==> config.mk <==
export PLATFORM = sky130hd
export DESIGN_NAME = bootram_loader
export DESIGN_NICKNAME = d
export VERILOG_FILES = /design/src/rtl/bootram_loader_pkg.sv /design/src/rtl/bootram_addr_gen.sv /design/src/rtl/bootram_loader.sv
export SDC_FILE = /design/constraint.sdc
export NUM_CORES = 1
export LEC_CHECK = 0
export BUFFER_PORTS_ARGS = -buffer_cell sky130_fd_sc_hd__buf_2
export CORE_MARGIN = 2
export CORE_UTILIZATION = 59
export CTS_CLUSTER_DIAMETER = 80
export DETAILED_ROUTE_END_ITERATION = 7
export PLACE_DENSITY = 0.8
export SYNTH_ARGS = -nofsm -noshare
export SYNTH_HDL_FRONTEND = slang
export SYNTH_SLANG_ARGS = --single-unit
==> constraint.sdc <==
create_clock -name clk -period 2.7 [get_ports clk]
set_input_delay 0.135 -clock clk [delete_from_list [all_inputs] [get_ports clk]]
set_output_delay 0.135 -clock clk [all_outputs]
set_load 0.05 [all_outputs]
==> src/rtl/bootram_loader_pkg.sv <==
// Shared types and constants for the boot RAM image loader: FSM states,
// frame constants and byte-address to lane/word split helpers.
package bootram_loader_pkg;

  localparam int          CNT_W     = 14;
  localparam int          LANE_AW   = 11;
  localparam logic [7:0]  SYNC_BYTE = 8'hA5;
  localparam logic [15:0] MAX_LEN   = 16'd8192;

  typedef enum logic [2:0] {
    S_IDLE, S_SYNC, S_LEN_LO, S_LEN_HI, S_DATA, S_CSUM, S_DONE, S_ERR
  } state_t;

  function automatic logic [1:0] lane_of(input logic [CNT_W-1:0] b);
    return b[1:0];
  endfunction

  // b never exceeds 8191 when written, so bit 13 is dropped
  function automatic logic [LANE_AW-1:0] word_of(input logic [CNT_W-1:0] b);
    return b[LANE_AW+1:2];
  endfunction

endpackage

==> src/rtl/bootram_addr_gen.sv <==
// Byte counter for the image load; turns each write into a registered
// lane word address and one-hot lane enable.
module bootram_addr_gen
  import bootram_loader_pkg::*;
#(
  parameter int ADDR_W    = 11,
  parameter int NUM_LANES = 4
) (
  input  logic                 clk,
  input  logic                 resetn,
  input  logic                 clr,
  input  logic                 inc,
  output logic [CNT_W-1:0]     cnt,
  output logic [ADDR_W-1:0]    ram_ad,
  output logic [NUM_LANES-1:0] ram_ce
);

  // a write issued alongside clr still targets the pre-clear address
  always_ff @(posedge clk or negedge resetn) begin
    if (!resetn) begin
      cnt    <= '0;
      ram_ad <= '0;
      ram_ce <= '0;
    end else begin
      ram_ce <= '0;
      if (inc) begin
        ram_ad <= word_of(cnt);
        ram_ce <= NUM_LANES'(1) << lane_of(cnt);
      end
      if (clr)      cnt <= '0;
      else if (inc) cnt <= cnt + 1'b1;
    end
  end

endmodule

==> src/rtl/bootram_loader.sv <==
// Loads a framed byte stream into the four boot RAM lanes and holds the
// CPU in reset until a length- and checksum-valid image is in place.
module bootram_loader
  import bootram_loader_pkg::*;
#(
  parameter int ADDR_W    = 11,
  parameter int NUM_LANES = 4
) (
  input  logic                 clk,
  input  logic                 resetn,
  input  logic                 start,
  input  logic [7:0]           rx_data,
  input  logic                 rx_valid,
  output logic                 rx_ready,
  output logic [ADDR_W-1:0]    ram_ad,
  output logic [7:0]           ram_din,
  output logic [NUM_LANES-1:0] ram_ce,
  output logic                 ram_wre,
  output logic                 busy,
  output logic                 done,
  output logic                 err,
  output logic                 cpu_resetn
);

  state_t           state;
  logic [7:0]       len_lo;
  logic [7:0]       sum;
  logic [CNT_W-1:0] last;
  logic [CNT_W-1:0] cnt;
  logic [15:0]      len_full;
  logic             xfer, wr_xfer, len_ok;

  assign xfer     = rx_valid & rx_ready;
  assign wr_xfer  = xfer && (state == S_DATA);
  assign len_full = {rx_data, len_lo};
  assign len_ok   = (len_full != 16'd0) && (len_full <= MAX_LEN);

  bootram_addr_gen #(.ADDR_W(ADDR_W), .NUM_LANES(NUM_LANES)) u_addr (
    .clk    (clk),
    .resetn (resetn),
    .clr    (start),
    .inc    (wr_xfer),
    .cnt    (cnt),
    .ram_ad (ram_ad),
    .ram_ce (ram_ce)
  );

  always_ff @(posedge clk or negedge resetn) begin
    if (!resetn) begin
      state      <= S_IDLE;
      len_lo     <= '0;
      sum        <= '0;
      last       <= '0;
      rx_ready   <= 1'b0;
      ram_din    <= '0;
      ram_wre    <= 1'b0;
      busy       <= 1'b0;
      done       <= 1'b0;
      err        <= 1'b0;
      cpu_resetn <= 1'b0;
    end else begin
      // data write path runs independently of start so an accepted byte lands
      ram_wre <= wr_xfer;
      if (wr_xfer) ram_din <= rx_data;

      if (start) begin
        state      <= S_SYNC;
        rx_ready   <= 1'b1;
        busy       <= 1'b1;
        done       <= 1'b0;
        err        <= 1'b0;
        cpu_resetn <= 1'b0;
        sum        <= '0;
      end else if (xfer) begin
        case (state)
          S_SYNC:   if (rx_data == SYNC_BYTE) state <= S_LEN_LO;
          S_LEN_LO: begin
            len_lo <= rx_data;
            state  <= S_LEN_HI;
          end
          S_LEN_HI: begin
            if (len_ok) begin
              last  <= CNT_W'(len_full - 16'd1);
              state <= S_DATA;
            end else begin
              state    <= S_ERR;
              rx_ready <= 1'b0;
              busy     <= 1'b0;
              err      <= 1'b1;
            end
          end
          S_DATA: begin
            sum <= sum + rx_data;
            if (cnt == last) state <= S_CSUM;
          end
          S_CSUM: begin
            rx_ready <= 1'b0;
            busy     <= 1'b0;
            if (rx_data == sum) begin
              state      <= S_DONE;
              done       <= 1'b1;
              cpu_resetn <= 1'b1;
            end else begin
              state <= S_ERR;
              err   <= 1'b1;
            end
          end
          default: ;
        endcase
      end
    end
  end

endmodule

* After elaboration in Yosys (flattened, before gate mapping)
Index checks and enable logic that the tools add are counted.
** Word-level totals
- Input port bits :: 12
- Register bits :: 74
** Cells by class
- Equality and inequality tests :: 12
- $add $sub $neg :: 3
- Magnitude comparators :: 1
- Muxes and demuxes :: 26
- Shift-type cells :: 1
- Reductions and logical operators :: 17
- Bitwise logic cells :: 2
** Operators with widths (number)
- 14-bit 2-to-1 mux :: 2
- 8-bit 2-to-1 mux :: 3
- 16-bit by 14-bit <= comparator with 1-bit output, second input constant :: 1
- 16-bit nonzero test :: 1
- 3-bit case mux with 5 select lines :: 1
- 14-bit by 1-bit adder with 14-bit output, second input constant :: 1
- 14-bit equality test :: 1
- 14-bit by 1-bit subtractor with 14-bit output, second input constant :: 1
- 1-bit 2-to-1 mux :: 12
- 3-bit 2-to-1 mux :: 4
- 4-bit AND reduction :: 3
- 2-bit nonzero test :: 5
- 3-bit inequality test, second input constant :: 3
- 3-bit AND reduction :: 3
- 8-bit adder :: 1
- 8-bit equality test :: 1
- 8-bit equality test, second input constant :: 1
- 3-bit by 2-bit equality test with 1-bit output, second input constant :: 2
- 3-bit equality test, second input constant :: 2
- 6-bit nonzero test :: 1
- 4-bit 2-to-1 mux :: 1
- 1-bit case mux with 2 select lines :: 2
- 1-bit by 2-bit << shifter with 4-bit output, first input constant :: 1
- 3-bit by 1-bit equality test with 1-bit output, second input constant :: 1
- other kinds (7) :: 8

* Longest topological paths before layout
- Word-level depth :: 6
- Gate-level depth with buffers :: 8
- Gate-level depth less buffers :: 7

* Hierarchy
Synthesis repeated with hierarchy kept, for this count alone.
** Unflattened totals
- Cells, all modules :: 384
- Area, all modules :: 4012.6 um2
** By module, submodules not included
- bootram_loader :: cells each 279, instances 1, area an instance 2715.1 um2, sequential area each 1126.1 um2
- bootram_addr_gen :: cells each 105, instances 1, area an instance 1297.5 um2, sequential area each 725.7 um2

* Worst setup path after synthesis
OpenSTA, ideal clock, no wires.
- Kind :: reg-to-reg
- Start point :: register len_lo[4]
- End point :: register last[0]
- Cell stages (with the launch flop) :: 7
- Arrival :: 2071 ps
- Buffers on the path :: 1
- Slack :: 505 ps
- Path through :: dfrtp_1 -> or4_1 -> nor4_4 -> xnor2_1 -> nand3_1 -> buf_6 -> mux2_2
** Between the ends
- Longest elaborated chain between the ends :: 3
- Elaborated cells between the ends (all ways) :: 4
** Ends and longest elaborated chain
- start, declared :: line bootram_loader.sv:26 : logic [7:0] len_lo;
- start signal, assigned :: line bootram_loader.sv:78 : len_lo <= rx_data;
- 16-bit by 14-bit <= comparator with 1-bit output / 16-bit nonzero test (equally long branches) :: line bootram_loader.sv:36 : assign len_ok = (len_full != 16'd0) && (len_full <= MAX_LEN);
- 1-bit logical AND * :: line bootram_loader.sv:36
- 4-bit AND reduction (no source line) *
- end signal, assigned :: line bootram_loader.sv:83 : last <= CNT_W'(len_full - 16'd1);
- end, declared :: line bootram_loader.sv:28 : logic [CNT_W-1:0] last;
Mark *: on every way between the ends. The rest lies on a longest branch, timed or not.
A chain may end at the register's enable or synchronous reset.

* Worst setup path after layout
- Start point :: register len_lo[0]
- End point :: register last[5]
** Between the ends
- Longest elaborated chain between the ends :: 3
- Elaborated cells between the ends (all ways) :: 5
** Ends and longest elaborated chain (line)
- 16-bit by 14-bit <= comparator with 1-bit output / 16-bit nonzero test (equally long branches) :: bootram_loader.sv:36
- 1-bit logical AND :: bootram_loader.sv:36
- 4-bit AND reduction (no source line)
Several ways; a longest one is shown, not always the timed one.

==> out/results.txt <==
CTS root buffer: clkbuf_8
Share of cells above drive strength 1: 21.4%
Worst Clk Skew: 0.00898 ns
Number of buffers added for setup after CTS: 0
Startpoint types: flip-flop
Setup CP Type: flip-flop to flip-flop
Hold crit path type: input port to flip-flop
Vias: 3,009
Slew @ Worst Pin: 0.573 ns
Mux contribution to synthesized area: 6.55%
Die area: 0.00731 mm²
Register-to-Register Path Depth: 8
Area grow syn2layout: 14.0%
Ys async rst share: 100%
Largest family of logic cells by synthesized area: simple AND/OR/NAND/NOR gates
CTS Buf Count: 9
Post-placement cell count: 509
Starting density of the core: 61.3%
Compound-Gate Fraction of Synth Area: 7.12%
Vias in the first global route: 2,996
Synth cell types: 51
Number of synthesized register bits: 74
Worst-Skew Late Latency: 0.36 ns
Avg WL per Cell: 16.4 µm
Adder-Cell Fraction of Synth Area: 5.30%
Critical path required time: 2.94 ns
Relative slew margins: 60.8%
Crit path DAT: 2.52 ns
Most frequent cells in the layout: nand2_1, dfrtp_1, buf_2, nor2_1
Initial antenna violation count: 0
Vias per cell: 5.72
Number of warnings issued by yosys: 0
Remaining Overflow, GRT: 0
Fmax: 439 MHz
CP Launch Point: len_lo[0]
Routed Antenna Nets: 0
Crit path to: last[5]
Max Slew Vio Count: 0
Gr usage total: 25.9%
Residual DRC: 0
Core Util, Final: 69.9%
Die X: 85.5 µm
CTS H-tree lvls: 3
Unrepaired setup endpoints after global routing: no
Final hold violation count: 0
Type of destination of the critical path: flip-flop
Highest net fanout along the worst path: 14
Synth Net Count: 426
Routed wire length: 8.63 mm
Die Y: 85.5 µm
Leak pwr: 2.33 nW
Cell Area, Synth: 0.00392 mm²
Setup TNS: 0 ns
Post-Place Cell Area: 0.00422 mm²
Worst R2R Setup Slack: 0.42 ns
Largest net degree at the start of global routing: 32
Status: complete, no violations
Post-DP HPWL: 6.26 mm
Post-route clock period utilization: 84.3%
TritonCTS clock tree: built
Design area: 0.00447 mm²
R2R Path Start: len_lo[0]
Critical R2R Capture: last[5]
Hold_buf cts: 1
Syn Area/Cell: 9.84 µm²
CTS max path bufs: 2
Final setup vio count: 0
Main synth FF type: dfrtp_1
Port bufs: 40
First drt pass iteration count: 4
Clk slew on worst S/H paths: 0.08 ns
# fillers: 484
Final Non-Filler Cells: 526
Simple-gate area share of the yosys netlist: 21.1%
GP Congestion: 0.870
Initial DRC Count: 154
Core area: 0.00639 mm²
Pwr per Cell Area: 761 mW/mm²
Hold path cells: 3
# clock sinks: 74
Peak VDD IR: 0.525 mV
Resized cells post-CTS: 0
Fin nets: 472
First-pass GRT wire length: 14.7 mm
# rows: 29
Cells after synthesis: 398
Final min period: 2.28 ns
Max-Cap Viols: 0
Sequential area share after synthesis: 47.3%
EDFF count, synth: 0
XOR/XNOR share of the synthesized area: 9.39%
Antenna Cells: 0
Leading cell type in the layout, fill and taps excluded: nand2_1
Io pins: 41
[final cells by class]
type	instances	area [µm²]	area share, %
multi-input combinational	294	1940	43.3
sequential	74	1850	41.5
timing repair buffer	52	293	6.56
clock buffer	9	124	2.77
clock inverter	7	116	2.61
tap	77	96.3	2.16
inverter	13	48.8	1.09
[report_power, final]
part	internal, mW	switching, mW
combinational	0.329	0.639
clock	0.613	0.423
sequential	1.25	0.146
total	2.19	1.21
[layer usage]
metal | vias to the layer above | global-route usage, % | part of all wire (%)
met2 | 89 | 42.3 | 49
met4 | 0 | 11.0 | 2.1
met1 | 1453 | 34.5 | 44
met5 | - | 0 | 0
met3 | 17 | 3.99 | 5.0
li1 | 1450 | - | -
[cell usage after synthesis, types with 6 or more instances]
library cell  number  area, µm²
a21oi_1           14       70.1
and3_1             8       50.1
clkbuf_1          10       37.5
dfrtp_1           74       1850
ha_1              15        188
inv_1             12       45.0
mux2_2            21        236
nand2_1           82        308
nand3_1            7       35.0
nor2_1            27        101
nor3_1             6       30.0
nor4_1            13       81.3
o21ai_0           10       50.1
xnor2_1           21        184
xor2_1            21        184
[per-stage QoR]
stage / power (mW) / worst slack (ns) / hold slack [ns]
3_3_place_gp: 2.34 / 0.507 / 0.124
3_5_place_dp: 2.37 / 0.432 / 0.125
2_1_floorplan: 2.10 / 0.505 / -0.161
6_report: 3.40 / 0.423 / 0.0841
4_1_cts: 3.40 / 0.415 / 0.0713
5_1_grt: 3.56 / 0.270 / 0.105
[logic make-up (layout without fill, tap and decap cells)]
logic type / count (synthesis) / after routing
AO/OA/AOI/OAI: 42 / 42
adder cells (fa/ha/maj): 16 / 16
buffers and inverters: 30 / 81
XOR/XNOR: 42 / 42
AND/OR/NAND/NOR: 171 / 171
flip-flops: 74 / 74
multiplexers: 23 / 23
[worst max-delay path, stage by stage, from the launching register on]
cell and delay (ns):
dfrtp_1 0.41, inv_1 0.13, ha_1 0.15, or3b_2 0.47
nor4_4 0.21, xnor2_1 0.13, nand3_1 0.09, buf_4 0.21
mux2_2 0.36
[flip-flops by register name (all words and copies together) (netlist names)]
signal,cells
last,14
u_addr.cnt,14
u_addr.ram_ad,11
len_lo,8
ram_din,8
sum,8
u_addr.ram_ce,4
state,3
busy,1
cpu_resetn,1
err,1
ram_wre,1
[worst min-delay path by stage]
stage / from / to / slack [ns]
2_1_floorplan: resetn / busy / -0.16
3_3_place_gp: resetn / u_addr.ram_ce[2] / 0.12
5_1_grt: rx_data[2] / ram_din[2] / 0.10
4_1_cts: rx_data[6] / ram_din[6] / 0.07
6_report: rx_data[6] / ram_din[6] / 0.08
3_5_place_dp: resetn / u_addr.ram_ad[0] / 0.12
No activity file was read; power rests on OpenSTA's default activity.
